## config.mk

```make
export PLATFORM = sky130hd
export DESIGN_NAME = countdown_timer_flat
export DESIGN_NICKNAME = d
export VERILOG_FILES = /design/src/rtl/countdown_timer_if.sv /design/src/rtl/countdown_timer.sv /design/src/flat_wrapper.sv
export SDC_FILE = /design/constraint.sdc
export NUM_CORES = 1
export LEC_CHECK = 0
export CAP_MARGIN = 20
export CORE_MARGIN = 2
export CORE_UTILIZATION = 48
export DETAILED_ROUTE_END_ITERATION = 8
export PLACE_DENSITY = 0.8
export SLEW_MARGIN = 40
export SYNTH_ARGS = -nofsm -noshare
export SYNTH_HDL_FRONTEND = slang
export SYNTH_SLANG_ARGS = --single-unit
```

## constraint.sdc

```tcl
create_clock -name clk -period 2.49 [get_ports clk]
set_clock_uncertainty 0.1 [all_clocks]
set_input_delay 0.498 -clock clk [delete_from_list [all_inputs] [get_ports clk]]
set_output_delay 0.498 -clock clk [all_outputs]
set_load 0.02 [all_outputs]
```

## src/rtl/countdown_timer_if.sv

```systemverilog
// Control/display bundle for the minutes:seconds countdown timer.
// master: operator side (drives controls, reads display)
// slave:  timer side (reads controls, drives display)
interface countdown_timer_if;
    logic       load;
    logic [7:0] load_min;
    logic [5:0] load_sec;
    logic       start;
    logic       stop;
    logic       reset;
    logic [7:0] minutes;
    logic [5:0] seconds;
    logic [1:0] status;
    logic       done;

    modport master (
        output load, load_min, load_sec, start, stop, reset,
        input  minutes, seconds, status, done
    );

    modport slave (
        input  load, load_min, load_sec, start, stop, reset,
        output minutes, seconds, status, done
    );
endinterface

```

## src/rtl/countdown_timer.sv

```systemverilog
// Presettable minutes:seconds countdown timer. Shares the stopwatch output
// encoding (8-bit minutes, 6-bit seconds, 2-bit status) so both can drive one
// display path. Control priority on every edge: reset > load > stop > start.
// Optional build macro COUNTDOWN_AUTO_RELOAD_EN: on expiry the count reloads
// from the last loaded preset and keeps running (unless that preset is 00:00).
module countdown_timer #(
    parameter int MAX_MIN  = 99,
    parameter int TICK_DIV = 1
) (
    input logic               clk,
    input logic               rst_n,
    countdown_timer_if.slave  bus
);

    // A one-bit prescaler is kept for TICK_DIV == 1; it simply stays at zero.
    localparam int PW = (TICK_DIV > 1) ? $clog2(TICK_DIV) : 1;

    typedef enum logic [1:0] {
        ST_IDLE    = 2'b00,
        ST_RUNNING = 2'b01,
        ST_PAUSED  = 2'b10,
        ST_EXPIRED = 2'b11
    } state_t;

    state_t          state_q, state_d;
    logic [7:0]      min_q, min_d;
    logic [5:0]      sec_q, sec_d;
    logic [PW-1:0]   presc_q, presc_d;
    logic            done_q, done_d;
`ifdef COUNTDOWN_AUTO_RELOAD_EN
    logic [7:0]      rel_min_q, rel_min_d;
    logic [5:0]      rel_sec_q, rel_sec_d;
`endif

    logic tick;
    logic count_nz;
    logic last_sec;

    function automatic logic [7:0] sat_min(input logic [7:0] v);
        return (v > 8'(MAX_MIN)) ? 8'(MAX_MIN) : v;
    endfunction

    function automatic logic [5:0] sat_sec(input logic [5:0] v);
        return (v > 6'd59) ? 6'd59 : v;
    endfunction

    assign tick     = (presc_q == PW'(TICK_DIV - 1));
    assign count_nz = (min_q != 8'd0) || (sec_q != 6'd0);
    // The decrement about to happen is the one that lands on 00:00.
    assign last_sec = (min_q == 8'd0) && (sec_q <= 6'd1);

    // Next-state and next-count logic, priority reset > load > stop > run/start.
    always_comb begin
        state_d   = state_q;
        min_d     = min_q;
        sec_d     = sec_q;
        presc_d   = presc_q;
        done_d    = 1'b0;
`ifdef COUNTDOWN_AUTO_RELOAD_EN
        rel_min_d = rel_min_q;
        rel_sec_d = rel_sec_q;
`endif
        if (bus.reset) begin
            state_d   = ST_IDLE;
            min_d     = 8'd0;
            sec_d     = 6'd0;
            presc_d   = '0;
`ifdef COUNTDOWN_AUTO_RELOAD_EN
            rel_min_d = 8'd0;
            rel_sec_d = 6'd0;
`endif
        end else if (bus.load && (state_q != ST_RUNNING)) begin
            state_d   = ST_IDLE;
            min_d     = sat_min(bus.load_min);
            sec_d     = sat_sec(bus.load_sec);
            presc_d   = '0;
`ifdef COUNTDOWN_AUTO_RELOAD_EN
            rel_min_d = sat_min(bus.load_min);
            rel_sec_d = sat_sec(bus.load_sec);
`endif
        end else if (bus.stop) begin
            // Pausing freezes the prescaler so a resume keeps the partial second.
            if (state_q == ST_RUNNING) begin
                state_d = ST_PAUSED;
            end
        end else if (state_q == ST_RUNNING) begin
            if (tick) begin
                presc_d = '0;
                if (sec_q != 6'd0) begin
                    sec_d = sec_q - 6'd1;
                end else begin
                    min_d = min_q - 8'd1;
                    sec_d = 6'd59;
                end
                if (last_sec) begin
                    done_d  = 1'b1;
                    state_d = ST_EXPIRED;
                    min_d   = 8'd0;
                    sec_d   = 6'd0;
`ifdef COUNTDOWN_AUTO_RELOAD_EN
                    if ((rel_min_q != 8'd0) || (rel_sec_q != 6'd0)) begin
                        state_d = ST_RUNNING;
                        min_d   = rel_min_q;
                        sec_d   = rel_sec_q;
                    end
`endif
                end
            end else begin
                presc_d = presc_q + PW'(1);
            end
        end else if (bus.start && count_nz &&
                     ((state_q == ST_IDLE) || (state_q == ST_PAUSED))) begin
            state_d = ST_RUNNING;
        end
    end

    // State, count, prescaler and done registers with asynchronous clear.
    always_ff @(posedge clk or negedge rst_n) begin
        if (!rst_n) begin
            state_q   <= ST_IDLE;
            min_q     <= 8'd0;
            sec_q     <= 6'd0;
            presc_q   <= '0;
            done_q    <= 1'b0;
`ifdef COUNTDOWN_AUTO_RELOAD_EN
            rel_min_q <= 8'd0;
            rel_sec_q <= 6'd0;
`endif
        end else begin
            state_q   <= state_d;
            min_q     <= min_d;
            sec_q     <= sec_d;
            presc_q   <= presc_d;
            done_q    <= done_d;
`ifdef COUNTDOWN_AUTO_RELOAD_EN
            rel_min_q <= rel_min_d;
            rel_sec_q <= rel_sec_d;
`endif
        end
    end

    assign bus.minutes = min_q;
    assign bus.seconds = sec_q;
    assign bus.status  = state_q;
    assign bus.done    = done_q;

endmodule

```

## src/flat_wrapper.sv

```systemverilog
// flat-port wrapper written by rule: the top's interface ports become plain ports
module countdown_timer_flat 
#(
    parameter int MAX_MIN  = 99,
    parameter int TICK_DIV = 1
)
  (clk, rst_n, bus_load, bus_load_min, bus_load_sec, bus_start, bus_stop, bus_reset, bus_minutes, bus_seconds, bus_status, bus_done);
  countdown_timer_if bus_i ();
  input logic clk;
  input logic rst_n;
  input wire logic [$bits(bus_i.load)-1:0] bus_load;
  input wire logic [$bits(bus_i.load_min)-1:0] bus_load_min;
  input wire logic [$bits(bus_i.load_sec)-1:0] bus_load_sec;
  input wire logic [$bits(bus_i.start)-1:0] bus_start;
  input wire logic [$bits(bus_i.stop)-1:0] bus_stop;
  input wire logic [$bits(bus_i.reset)-1:0] bus_reset;
  output wire logic [$bits(bus_i.minutes)-1:0] bus_minutes;
  output wire logic [$bits(bus_i.seconds)-1:0] bus_seconds;
  output wire logic [$bits(bus_i.status)-1:0] bus_status;
  output wire logic [$bits(bus_i.done)-1:0] bus_done;
  assign bus_i.load = bus_load;
  assign bus_i.load_min = bus_load_min;
  assign bus_i.load_sec = bus_load_sec;
  assign bus_i.start = bus_start;
  assign bus_i.stop = bus_stop;
  assign bus_i.reset = bus_reset;
  assign bus_minutes = bus_i.minutes;
  assign bus_seconds = bus_i.seconds;
  assign bus_status = bus_i.status;
  assign bus_done = bus_i.done;
  countdown_timer #(.MAX_MIN(MAX_MIN), .TICK_DIV(TICK_DIV)) u_core (.clk(clk), .rst_n(rst_n), .bus(bus_i));
endmodule
```

* Yosys cells after proc, flatten, opt, wreduce, memory -nomap -nowiden
Cells that the tools add are included.
Cells by class: $add $sub $neg 3, order comparisons 3, equal/unequal tests 9, muxes and demuxes 35, reduce and logical (&&, ||, !) cells 16
Operators by type and width (number):
- 8-bit two-way mux | 8
- 6-bit two-way mux | 8
- 2-bit two-way mux | 8
- 1-bit two-way mux | 11
- 8-bit by 7-bit greater-than comparator with 1-bit output (second input constant) | 1
- 8-bit zero test | 1
- 4-bit AND reduction | 2
- 8-bit nonzero test | 1
- 8-bit by 1-bit subtractor with 8-bit output (second input constant) | 1
- 6-bit greater-than comparator (second input constant) | 1
- 6-bit by 1-bit less-or-equal comparator with 1-bit output (second input constant) | 1
- 6-bit nonzero test | 1
- 6-bit by 1-bit subtractor with 6-bit output (second input constant) | 1
- 5-bit by 3-bit != test with 1-bit output (second input constant) | 1
- 5-bit != test (second input constant) | 1
- 1-bit logical AND | 4
- 4-bit by 1-bit != test with 1-bit output (second input constant) | 1
- 4-bit by 2-bit != test with 1-bit output (second input constant) | 1
- 4-bit nonzero test | 1
- 3-bit by 1-bit != test with 1-bit output (second input constant) | 1
- 3-bit != test (second input constant) | 1
- 3-bit AND reduction | 1
- 3-bit nonzero test | 1
- 2-bit by 1-bit equality test with 1-bit output (second input constant) | 1
- other kinds (6) | 7
Word-level totals: bits in registers 18, input port bits 20, output and inout bits 17, logic and storage cells 71

* Logic depth before layout (Yosys ltp)
depth in word-level cells 9, mapped depth 7, depth with buffers taken out 6

* Worst setup path before layout
No wires, ideal clock.
path kind register to register, start point register u_core.min_q[0], in the netlist u_core.bus.minutes[0], end point register u_core.state_q[1], in the netlist u_core.bus.status[1], library setup time 0.066 ns, arrival 2.241 ns, data required time 2.324 ns, slack 0.082 ns, stages on the path, launching flop included 8, path buffers 1, period minus slack after synthesis 2.408 ns, cells stage by stage dfrtp_1 inv_1 ha_1 or4b_1 or4_1 buf_4 a2111oi_4 mux2_1
Between the ends: cells in the longest elaborated chain, start to end 6, elaborated cells between the ends (all ways) 9, those cells by class eq/ne (1); reduce/logical (8)
Ends and longest elaborated chain:
- from (decl) | line countdown_timer.sv:26 | logic [7:0] min_q, min_d;
- from (signal assigned) | line countdown_timer.sv:131 | min_q <= min_d;
- 8-bit nonzero test | line countdown_timer.sv:48 | assign count_nz = (min_q != 8'd0) || (sec_q != 6'd0);
- 1-bit logical OR | line countdown_timer.sv:48
- 1-bit logical AND (2 in series) | line countdown_timer.sv:111 | end else if (bus.start && count_nz &&
- 4-bit nonzero test (no source line)
- 4-bit AND reduction (no source line) (*)
- to (signal assigned) | line countdown_timer.sv:130 | state_q <= state_d;
- to (decl) | line countdown_timer.sv:25 | state_t state_q, state_d;
Every way passes the cells marked *; elsewhere a longest branch is shown, timed or not. A chain may end at the register's enable or synchronous reset.

* Final worst setup path
start point register u_core.min_q[0], in the netlist u_core.bus.minutes[0], end point register u_core.min_q[2], in the netlist u_core.bus.minutes[2]
Between the ends: cells in the longest elaborated chain, start to end 8, elaborated cells between the ends (all ways) 12, those cells by class add/sub (1); eq/ne (1); mux (7); reduce/logical (3)
Ends and longest elaborated chain:
- 8-bit by 1-bit subtractor with 8-bit output or 8-bit zero test (tied branches) | line countdown_timer.sv:92, countdown_timer.sv:50
- 8-bit two-way mux or 1-bit logical AND (tied branches) | line countdown_timer.sv:89, countdown_timer.sv:50
- 8-bit two-way mux | line countdown_timer.sv:95 | if (last_sec) begin
- 8-bit two-way mux | line countdown_timer.sv:87 | if (tick) begin
- 8-bit two-way mux | line countdown_timer.sv:86 | end else if (state_q == ST_RUNNING) begin
- 8-bit two-way mux | line countdown_timer.sv:81 | end else if (bus.stop) begin
- 8-bit two-way mux | line countdown_timer.sv:72 | end else if (bus.load && (state_q != ST_RUNNING)) begin
- 8-bit two-way mux | line countdown_timer.sv:63 | if (bus.reset) begin
Several ways; a longest one is shown, not always the timed one. The select of a mux whose other input is x is not followed.

==> results <==
[kinds of logic after synthesis]
kind of cell / count (synthesis) / synth area share [%]
flops: 17 / 31.4
fa+ha+maj: 5 / 4.61
xor+xnor: 1 / 0.646
compound gates: 59 / 36.7
mux: 1 / 0.830
buf+inv: 16 / 4.70
simple gates: 49 / 21.1
[through the flow]
stage	TNS, ps	instance area, µm²	utilization (%)	setup WS (ps)
detailed placement	0	1890	69.8	36.7
global route	-30.9	1980	73.1	-30.9
CTS	0	1920	70.8	14.4
finish	0	1980	73.1	25.6
global placement	0	1890	69.8	63.7
floorplan	0	1360	-	82.4
[state kept, by name, summed over array words and instances (netlist names)]
register and flops:
u_core.bus.done 1, u_core.bus.minutes 8, u_core.bus.seconds 6, u_core.bus.status 2
[worst max-delay path: stages (launching register included)]
cell and delay [ps]:
dfrtp_1 420, inv_2 80, ha_1 130, or4b_4 460
or4_4 440, buf_6 160, a311o_1 390, o221ai_2 190
[cell type report]
cell class,count,area [µm²]
well taps,31,38.8
flip-flops and latches,17,425
multi-input cells,115,905
inverters,9,33.8
clock buffers,3,22.5
clock inverters,1,5.00
repair buffers,61,552
fillers,222,728
[layer usage]
layer / track usage, % / vias up
li1: - / 715
met1: 34.2 / 746
met2: 47.9 / 101
met3: 3.63 / 11
met4: 7.64 / 0
met5: 0 / -
[power by group]
part           internal (mW)  switching [mW]  total [mW]
Clock                 0.0597          0.0981       0.158
Combinational          0.477           0.533        1.01
Sequential             0.325          0.0513       0.376
Total                  0.862           0.683        1.54
[Yosys cell counts (2+ instances only)]
library cell | n | share of area (%)
dfrtp_1 | 17 | 31
inv_1 | 8 | 2.2
nor2_1 | 8 | 2.2
nor3_1 | 7 | 2.6
nand2_1 | 6 | 1.7
o211ai_1 | 6 | 3.3
clkbuf_1 | 5 | 1.4
ha_1 | 5 | 4.6
nand2b_1 | 5 | 2.3
o21ai_1 | 5 | 1.8
a21oi_1 | 4 | 1.5
a22oi_1 | 4 | 2.2
nand3_1 | 4 | 1.5
nor4_1 | 4 | 1.8
o221ai_1 | 4 | 2.6
o31ai_1 | 4 | 2.2
a22o_1 | 3 | 1.9
a32oi_1 | 3 | 1.9
nor2b_1 | 3 | 1.4
or3_1 | 3 | 1.4
or4b_1 | 3 | 2.2
a211oi_1 | 2 | 1.1
a41o_1 | 2 | 1.5
nor3b_1 | 2 | 1.1
o21a_1 | 2 | 1.1
o21ai_0 | 2 | 0.74
o2bb2ai_1 | 2 | 1.3
o31a_1 | 2 | 1.3
[how the worst max path moves through the flow]
stage | start | endpoint | slack, ps
3_3_place_gp | u_core.bus.minutes[0] | u_core.bus.minutes[5] | 60
5_1_grt | u_core.bus.minutes[0] | u_core.bus.minutes[2] | -30
3_5_place_dp | u_core.bus.minutes[0] | u_core.bus.minutes[2] | 40
6_report | u_core.bus.minutes[0] | u_core.bus.minutes[2] | 30
4_1_cts | u_core.bus.minutes[0] | u_core.bus.minutes[2] | 10
2_1_floorplan | u_core.bus.minutes[0] | u_core.bus.status[1] | 80
[what timing repair did]
item,in CTS,in global routing
endpoints found under the setup margin,0,8
resized for setup,0,10
setup buffers,0,3
==> metrics.yaml <==
outcome: "finished clean"
reg2reg_slack_ps: 30
holdWs_ps: 422
r2r_end: "u_core.bus.minutes[2]"
root_buffer: "clkbuf_4"
totalWireLength_um: 4360
io_pins: 37
required_ps: 2610
total_power_mw: 1.54
p_per_area_mw_per_mm2: 779
overflow: 0
synth.avg_cell_area_um2: 9.16
synth_area_mm2: 0.00136
wire_per_inst_um: 18.4
die_area_mm2: 0.00327
drive_gt1_share_pct: 20.9
m1WireLength_um: 1740
setup_violations: 0
grt_pass1_vias: 1503
avgViaCountPerCell: 6.64
rsz0062_at_grt: "yes"
final_cell_mix: "clkdlybuf4s50_1, buf_4, dfrtp_1, nor2_1, nor3_1"
grt_pass1_wl_um: 6930
first_pass_iters: 4
drc: 0
diodes: 0
clock_path_buffers: 2
yosysUniqueCellTypes: 51
area_growth_pct: 46.1
top_layer: "met4"
ys_seq_area_share_pct: 31.4
setup.worst_path.end_class: "flop"
layout.nets: 232
place_congestion: 0.916
fin_crit_sh_pct: 99.0
dp_cells: 230
wl_met3_um: 357
drv_cap: 0
hold_class: "in2async"
tightest_slew_ps: 633
fin_crit_ps: 2460
vias: 1573
async_reset_ff_share_pct: 100
cts_tree: "done"
slew_headroom_pct: 57.4
coreArea_mm2: 0.00271
worstRegToRegCells: 7
hold_violations: 0
wl_met2_um: 2200
antenna_found_initial: 0
antenna_left: 0
htreeDepth: 1
instances_no_fill: 237
synth_seq_cells: 17
worst-setup-path-type: "reg2reg"
start_kind: "flop"
critical_path_arrival_ps: 2580
cts_buffers: 3
cts_sinks: 17
grt.total_usage_pct: 27.0
io_buffers: 36
ys_warn_count: 0
initial_core_util_pct: 50.0
hold_buffers: 0
die_h_um: 57.2
fmax_mhz: 406
drt_iter0_markers: 95
die_w_um: 57.2
syn_nets: 173
synthCells: 148
grt_start_max_net_pins: 18
clk_pin_slew_worst_paths_ps: 110
rr_startpoint: "u_core.bus.minutes[0]"
leakage_nw: 0.809
rows: 19
synth_ff_type: "dfrtp_1"
ir_worst_vdd_v: 0.000638
clk_latency_ps: 290
dp_hpwl_um: 3210
synth_edf_count: 0
final_common_cell: "clkdlybuf4s50_1"
slew_viol_final: 0
worst-path-max-fanout: 9
(Power assumes the default switching activity.)
